## src/rtl/rv_decode_stage.sv

```systemverilog
// RV32I decode stage: turns a fetched instruction word + PC into the registered control bundle for execute.
// Latency: one cycle from an accepted instruction to out_valid; full throughput (drain and refill in the same cycle).
// Backpressure: in_ready = !out_valid || out_ready; the held bundle stays bit-stable while out_ready is low; flush empties the stage.
//
// Ports:
//   clk, rst_n                      clock, asynchronous active-low reset
//   in_valid/in_ready, in_instr,    fetch side handshake, instruction word and its address
//   in_pc
//   flush                           kills the held bundle and drops the incoming instruction
//   out_valid/out_ready, out_pc     execute side handshake and registered PC
//   alu_op, alu_func, imm           ALU class, {instr[30], funct3}, sign-extended immediate
//   rs1, rs2, rd                    raw register address fields
//   reg_write .. auipc, illegal     datapath enables and unsupported-instruction flag
module rv_decode_stage #(
  parameter int XLEN = 32,
  parameter int PC_W = 32
) (
  input  logic            clk,
  input  logic            rst_n,
  input  logic            in_valid,
  output logic            in_ready,
  input  logic [31:0]     in_instr,
  input  logic [PC_W-1:0] in_pc,
  input  logic            flush,
  output logic            out_valid,
  input  logic            out_ready,
  output logic [PC_W-1:0] out_pc,
  output logic [2:0]      alu_op,
  output logic [3:0]      alu_func,
  output logic [XLEN-1:0] imm,
  output logic [4:0]      rs1,
  output logic [4:0]      rs2,
  output logic [4:0]      rd,
  output logic            reg_write,
  output logic            mem_read,
  output logic            mem_write,
  output logic            branch,
  output logic            jal,
  output logic            jalr,
  output logic            alu_src_imm,
  output logic            lui,
  output logic            auipc,
  output logic            illegal
);

  localparam logic [6:0] OPC_LOAD   = 7'b0000011;
  localparam logic [6:0] OPC_STORE  = 7'b0100011;
  localparam logic [6:0] OPC_BRANCH = 7'b1100011;
  localparam logic [6:0] OPC_JAL    = 7'b1101111;
  localparam logic [6:0] OPC_JALR   = 7'b1100111;
  localparam logic [6:0] OPC_LUI    = 7'b0110111;
  localparam logic [6:0] OPC_AUIPC  = 7'b0010111;
  localparam logic [6:0] OPC_OP     = 7'b0110011;
  localparam logic [6:0] OPC_OP_IMM = 7'b0010011;
  localparam logic [6:0] OPC_FENCE  = 7'b0001111;
  localparam logic [6:0] OPC_SYSTEM = 7'b1110011;

  localparam logic [2:0] ALU_ADD  = 3'b000;
  localparam logic [2:0] ALU_SUB  = 3'b001;
  localparam logic [2:0] ALU_REG  = 3'b010;
  localparam logic [2:0] ALU_IMM  = 3'b110;

  typedef struct packed {
    logic [PC_W-1:0] pc;
    logic [2:0]      alu_op;
    logic [3:0]      alu_func;
    logic [XLEN-1:0] imm;
    logic [4:0]      rs1;
    logic [4:0]      rs2;
    logic [4:0]      rd;
    logic            reg_write;
    logic            mem_read;
    logic            mem_write;
    logic            branch;
    logic            jal;
    logic            jalr;
    logic            alu_src_imm;
    logic            lui;
    logic            auipc;
    logic            illegal;
  } ctl_t;

  typedef enum logic {S_EMPTY = 1'b0, S_FULL = 1'b1} state_t;

  state_t          r_state;
  state_t          w_state_nxt;
  ctl_t            r_ctl;
  ctl_t            w_dec;
  logic            w_load;
  logic            w_in_ready;
  logic [6:0]      w_opcode;
  logic [2:0]      w_funct3;
  logic [6:0]      w_funct7;
  logic [XLEN-1:0] w_imm_i;
  logic [XLEN-1:0] w_imm_s;
  logic [XLEN-1:0] w_imm_b;
  logic [XLEN-1:0] w_imm_u;
  logic [XLEN-1:0] w_imm_j;

  assign w_opcode = in_instr[6:0];
  assign w_funct3 = in_instr[14:12];
  assign w_funct7 = in_instr[31:25];

  // Size casts of signed operands replicate instr[31] up to XLEN.
  assign w_imm_i = XLEN'($signed(in_instr[31:20]));
  assign w_imm_s = XLEN'($signed({in_instr[31:25], in_instr[11:7]}));
  assign w_imm_b = XLEN'($signed({in_instr[31], in_instr[7], in_instr[30:25], in_instr[11:8], 1'b0}));
  assign w_imm_u = XLEN'($signed({in_instr[31:12], 12'b0}));
  assign w_imm_j = XLEN'($signed({in_instr[31], in_instr[19:12], in_instr[20], in_instr[30:21], 1'b0}));

  always_comb begin
    w_dec          = '0;
    w_dec.pc       = in_pc;
    w_dec.alu_func = {in_instr[30], w_funct3};
    w_dec.rs1      = in_instr[19:15];
    w_dec.rs2      = in_instr[24:20];
    w_dec.rd       = in_instr[11:7];
    case (w_opcode)
      OPC_OP: begin
        if (w_funct7 == 7'b0000000 || w_funct7 == 7'b0100000) begin
          w_dec.alu_op    = ALU_REG;
          w_dec.reg_write = 1'b1;
        end else begin
          w_dec.illegal = 1'b1;
        end
      end
      OPC_OP_IMM: begin
        // Shifts need instr[30] to pick SRLI/SRAI, so they take the R-type class.
        w_dec.alu_op      = (w_funct3 == 3'd1 || w_funct3 == 3'd5) ? ALU_REG : ALU_IMM;
        w_dec.imm         = w_imm_i;
        w_dec.alu_src_imm = 1'b1;
        w_dec.reg_write   = 1'b1;
      end
      OPC_LOAD: begin
        w_dec.alu_op      = ALU_ADD;
        w_dec.imm         = w_imm_i;
        w_dec.alu_src_imm = 1'b1;
        w_dec.mem_read    = 1'b1;
        w_dec.reg_write   = 1'b1;
      end
      OPC_STORE: begin
        w_dec.alu_op      = ALU_ADD;
        w_dec.imm         = w_imm_s;
        w_dec.alu_src_imm = 1'b1;
        w_dec.mem_write   = 1'b1;
      end
      OPC_BRANCH: begin
        w_dec.alu_op = ALU_SUB;
        w_dec.imm    = w_imm_b;
        w_dec.branch = 1'b1;
      end
      OPC_JAL: begin
        w_dec.alu_op      = ALU_ADD;
        w_dec.imm         = w_imm_j;
        w_dec.alu_src_imm = 1'b1;
        w_dec.jal         = 1'b1;
        w_dec.reg_write   = 1'b1;
      end
      OPC_JALR: begin
        w_dec.alu_op      = ALU_ADD;
        w_dec.imm         = w_imm_i;
        w_dec.alu_src_imm = 1'b1;
        w_dec.jalr        = 1'b1;
        w_dec.reg_write   = 1'b1;
      end
      OPC_LUI: begin
        w_dec.alu_op      = ALU_ADD;
        w_dec.imm         = w_imm_u;
        w_dec.alu_src_imm = 1'b1;
        w_dec.lui         = 1'b1;
        w_dec.reg_write   = 1'b1;
      end
      OPC_AUIPC: begin
        w_dec.alu_op      = ALU_ADD;
        w_dec.imm         = w_imm_u;
        w_dec.alu_src_imm = 1'b1;
        w_dec.auipc       = 1'b1;
        w_dec.reg_write   = 1'b1;
      end
      OPC_FENCE, OPC_SYSTEM: begin
        // Treated as a NOP: nothing enabled, not flagged.
      end
      default: begin
        w_dec.illegal = 1'b1;
      end
    endcase
    // Writes to x0 are suppressed here so execute never needs to look at rd.
    if (w_dec.rd == 5'd0) begin
      w_dec.reg_write = 1'b0;
    end
  end

  assign w_in_ready = (r_state == S_EMPTY) || out_ready;

  always_comb begin
    w_state_nxt = r_state;
    w_load      = 1'b0;
    if (flush) begin
      w_state_nxt = S_EMPTY;
    end else begin
      w_load = in_valid && w_in_ready;
      if (w_load) begin
        w_state_nxt = S_FULL;
      end else if (out_ready) begin
        w_state_nxt = S_EMPTY;
      end
    end
  end

  always_ff @(posedge clk or negedge rst_n) begin
    if (!rst_n) begin
      r_state <= S_EMPTY;
    end else begin
      r_state <= w_state_nxt;
    end
  end

  // Bundle only changes on a load, which keeps it stable during a stall.
  always_ff @(posedge clk or negedge rst_n) begin
    if (!rst_n) begin
      r_ctl <= '0;
    end else if (w_load) begin
      r_ctl <= w_dec;
    end
  end

  assign in_ready    = w_in_ready;
  assign out_valid   = (r_state == S_FULL);
  assign out_pc      = r_ctl.pc;
  assign alu_op      = r_ctl.alu_op;
  assign alu_func    = r_ctl.alu_func;
  assign imm         = r_ctl.imm;
  assign rs1         = r_ctl.rs1;
  assign rs2         = r_ctl.rs2;
  assign rd          = r_ctl.rd;
  assign reg_write   = r_ctl.reg_write;
  assign mem_read    = r_ctl.mem_read;
  assign mem_write   = r_ctl.mem_write;
  assign branch      = r_ctl.branch;
  assign jal         = r_ctl.jal;
  assign jalr        = r_ctl.jalr;
  assign alu_src_imm = r_ctl.alu_src_imm;
  assign lui         = r_ctl.lui;
  assign auipc       = r_ctl.auipc;
  assign illegal     = r_ctl.illegal;

endmodule

```

## config.mk

```make
export PLATFORM = sky130hd
export DESIGN_NAME = rv_decode_stage
export DESIGN_NICKNAME = d
export VERILOG_FILES = /design/src/rtl/rv_decode_stage.sv
export SDC_FILE = /design/constraint.sdc
export NUM_CORES = 1
export LEC_CHECK = 0
export CAP_MARGIN = 20
export CELL_PAD_IN_SITES_DETAIL_PLACEMENT = 1
export CELL_PAD_IN_SITES_GLOBAL_PLACEMENT = 2
export CORE_MARGIN = 8
export CORE_UTILIZATION = 32
export DETAILED_ROUTE_END_ITERATION = 6
export DONT_BUFFER_PORTS = 1
export MAX_ROUTING_LAYER = met4
export PLACE_DENSITY_LB_ADDON = 0.1
export SKIP_CTS_REPAIR_TIMING = 1
export SLEW_MARGIN = 20
export SYNTH_ARGS = -nofsm -noshare
export SYNTH_HDL_FRONTEND = slang
export SYNTH_SLANG_ARGS = --single-unit
```

## constraint.sdc

```tcl
create_clock -name clk -period 1.63 [get_ports clk]
set_input_delay 0.163 -clock clk [delete_from_list [all_inputs] [get_ports clk]]
set_output_delay 0.163 -clock clk [all_outputs]
set_load 0.03 [all_outputs]
```

==> flow_summary.yaml <==
cells_and_area:
  seq_area_um2: 2429
  n_fill_cell: 1433
  fin_nets: 581
  diodes: 0
  fin_cells: 686
  multi_input_area_um2: 1615
  area_growth_pct: 30.24
  drive_gt1_share_pct: 11.67
synthesis:
  synth_edf_count: 0
  yosysMostFrequentCell: "nand2_1"
  synth_compound_area_share_pct: 10.72
  ys.flop_type: "dfrtp_1"
  yosys.area_share.simple_pct: 26.99
  synth_fa_ha_area_share_pct: 0
  synthMuxAreaShare_pct: 0.2711
  yosysTopAreaCell: "dfrtp_1"
  synth-seq-area-share_pct: 58.43
  synth-xor-area-share_pct: 0
  synthTopCellsByCount: "nand2_1 (185), dfrtp_1 (97), nand3_1 (25), nor2_1 (24), buf_2 (14)"
  synthArstFlopShare_pct: 100.0
  synth_top_family_by_area: "simple AND/OR/NAND/NOR gates"
  synth_cell_types: 46
  synth_nets: 507
  syn_area_um2: 4154
  ys_warn_count: 0
  netlist_instances: 438
  synth_area_leaders: "dfrtp_1 (58%), nand2_1 (17%), nand3_1 (3.0%)"
  netlist.area_leader.share_pct: 58.43
  synth_seq_cells: 97
  syn_area_per_cell_um2: 9.484
setup_path:
  reg2reg_setup_slack_ns: 0.04
  cp_max_fo: 11
  crit_family: "buffers and inverters"
  worst_path_most_repeated_cell: "buf_4"
  cp.required_ns: 1.91
  cpMaxStageDelayCell: "dfrtp_2"
  crit_path_end: "imm[27]"
  path_buf_inv: 4
  end_kind: "flip-flop"
  path_depth: 8
  criticalPathCategory: "flip-flop to flip-flop"
  cp-startpoint: "out_valid"
  arrival_ns: 1.87
  reg2reg_to: "imm[27]"
  cp_slowest_stage_delay_ns: 0.40
  cp-start-kind: "flip-flop"
  reg2reg_from: "out_valid"
  cp_cell_sequence: "nor2b_4 > buf_4 > nor3b_4 > buf_6 > buf_4 > o211ai_1 > buf_4 > nand3_1"
  r2r_cells: 8
detailed_routing:
  ant_nets: 0
  vias_per_cell: 4.926
  drt_iter0_drc: 194
  dr.pass1.iters: 4
  drc: 0
  vias: 3379
  routedWlPerCell_um: 19.99
  routed_wl_um: 13710
timing:
  slew_headroom_pct: 66.36
  finalHoldViolCount: 101
  slew_violations: 0
  rsz0062_at_grt: "yes"
  fin_crit_sh_pct: 97.62
  timing.hold.ws_ns: -0.4932
  worst_pin_slew_ns: 0.5000
  fmax_mhz: 628.5
  fin_skew_ns: 0.006509
  setup_viol: 0
  finalCriticalPeriod_ns: 1.591
floorplan:
  die_w_um: 129.9
  die_area_um2: 16880
  coreArea_um2: 12670
  io_pins: 167
  fp-row-count: 41
  die-height_um: 129.9
  initial_utilization_pct: 32.78
flow_run:
  maxCapViolations: 0
cts:
  numCtsBuffers: 9
  tritoncts: "done"
  cts_root_buf: "clkbuf_16"
  cts_sinks: 97
  htree_num_levels: 3
  worstSkewPairLatency_ns: 0.35
  cts_max_path_buffers: 2
  path_clk_slew_ns: 0.06
placed_design:
  portBuffers: 0
  place_hpwl_um: 9589
  dp_cells: 606
  gp_congestion: 0.7388
grt:
  antenna_found_initial: 0
  grt_usage_pct: 16.04
  gr-total-overflow: 0
  grt_pass1_vias: 3389
  grt_max_degree: 98
  grt_pass1_wl_um: 19850
outcome:
  violations: "negative hold slack"
  status: "finished with violations"
pwr:
  power_frac_clock_pct: 32.3
  power.switching_mw: 1.893
  power_per_cell_area_nw_per_um2: 1091
  pwr-share-seq_pct: 57.4
  p_comb_share_pct: 10.4
  leakagePower_nw: 2.595
  internal_power_mw: 4.011
  irDropWorstVdd_v: 0.0004930
  switching_share_pct: 32.06
min_path:
  worstHoldPathType: "input port to asynchronous set/reset pin"
layer usage:
metal	up-vias	global-route usage, %	wire (µm)
li1	1610	-	-
met1	1656	18.40	5750
met2	105	23.74	6355
met3	8	8.935	1479
met4	0	4.303	127
met5	-	-	0
how the worst min path moves through the flow:
stage,cells after the start,from,end
after floorplan,0,rst_n,alu_func[0]
after global placement,0,rst_n,imm[30]
after detailed placement,0,rst_n,imm[10]
after CTS,0,rst_n,imm[10]
after global routing,0,rst_n,imm[10]
final,0,rst_n,imm[28]
final cells by class:
cell class              instances  area share, %
clock inverters                 1        0.09251
inverters                       3         0.2081
flip-flops and latches         97          44.89
multi-input cells             310          29.86
repair buffers                 91          16.42
clock buffers                  12          4.556
well taps                     172          3.978
power groups by stage:
stage / registers (mW) / logic (mW) / clock network, mW
after floorplan: 3.35 / 0.369 / 0
after global placement: 3.45 / 0.442 / 0
after detailed placement: 3.44 / 0.465 / 0
after CTS: 3.40 / 0.464 / 1.99
after global routing: 3.43 / 0.696 / 2.05
final: 3.39 / 0.611 / 1.90
cells by family (layout without fill, tap and decap cells):
kind of cell | Yosys count | count (layout)
compound gates | 50 | 50
simple gates | 259 | 259
flops | 97 | 97
mux | 1 | 1
buf+inv | 31 | 107
sequential cells by signal, summed over array words and instances (netlist names):
register and flops:
rs1 5, alu_op 3, reg_write 1, illegal 1
branch 1, mem_write 1, auipc 1, jal 1
jalr 1, mem_read 1, alu_src_imm 1, out_valid 1
alu_func 4, rs2 5, rd 5, lui 1
out_pc 32, imm 32
cells in the final DEF (no fill, tap or decap), types with 2 or more instances in the layout:
master,n
nand2_1,185
nor4_1,2
a22o_1,8
nor3_1,2
a31oi_1,4
dfrtp_1,96
nand3_1,24
buf_12,3
nand3b_1,2
a311oi_1,6
nor3b_1,2
inv_1,3
nand2b_1,2
or3b_4,3
nor2b_1,2
buf_4,23
o31ai_1,4
a221oi_1,4
clkbuf_1,2
o32ai_1,2
nand4b_1,2
a21o_1,5
clkbuf_16,9
dlygate4sd3_1,61
nor2_1,24
buf_6,4
a311oi_2,2
o21ai_0,2
metrics by stage:
stage | power (mW) | worst slack, ns | area, µm² | utilization (%) | TNS, ns
global placement | 3.887 | 0.05971 | 4471 | 35.28 | 0
CTS | 5.854 | -0.02517 | 4722 | 37.27 | -0.03154
global route | 6.182 | -0.06106 | 5410 | 42.70 | -0.3995
finish | 5.904 | 0.03886 | 5410 | 42.70 | 0
detailed placement | 3.909 | -0.004050 | 4471 | 35.28 | -0.004050
floorplan | 3.724 | -0.03048 | 4203 | - | -1.218
No activity file was read; power rests on OpenSTA's default activity.
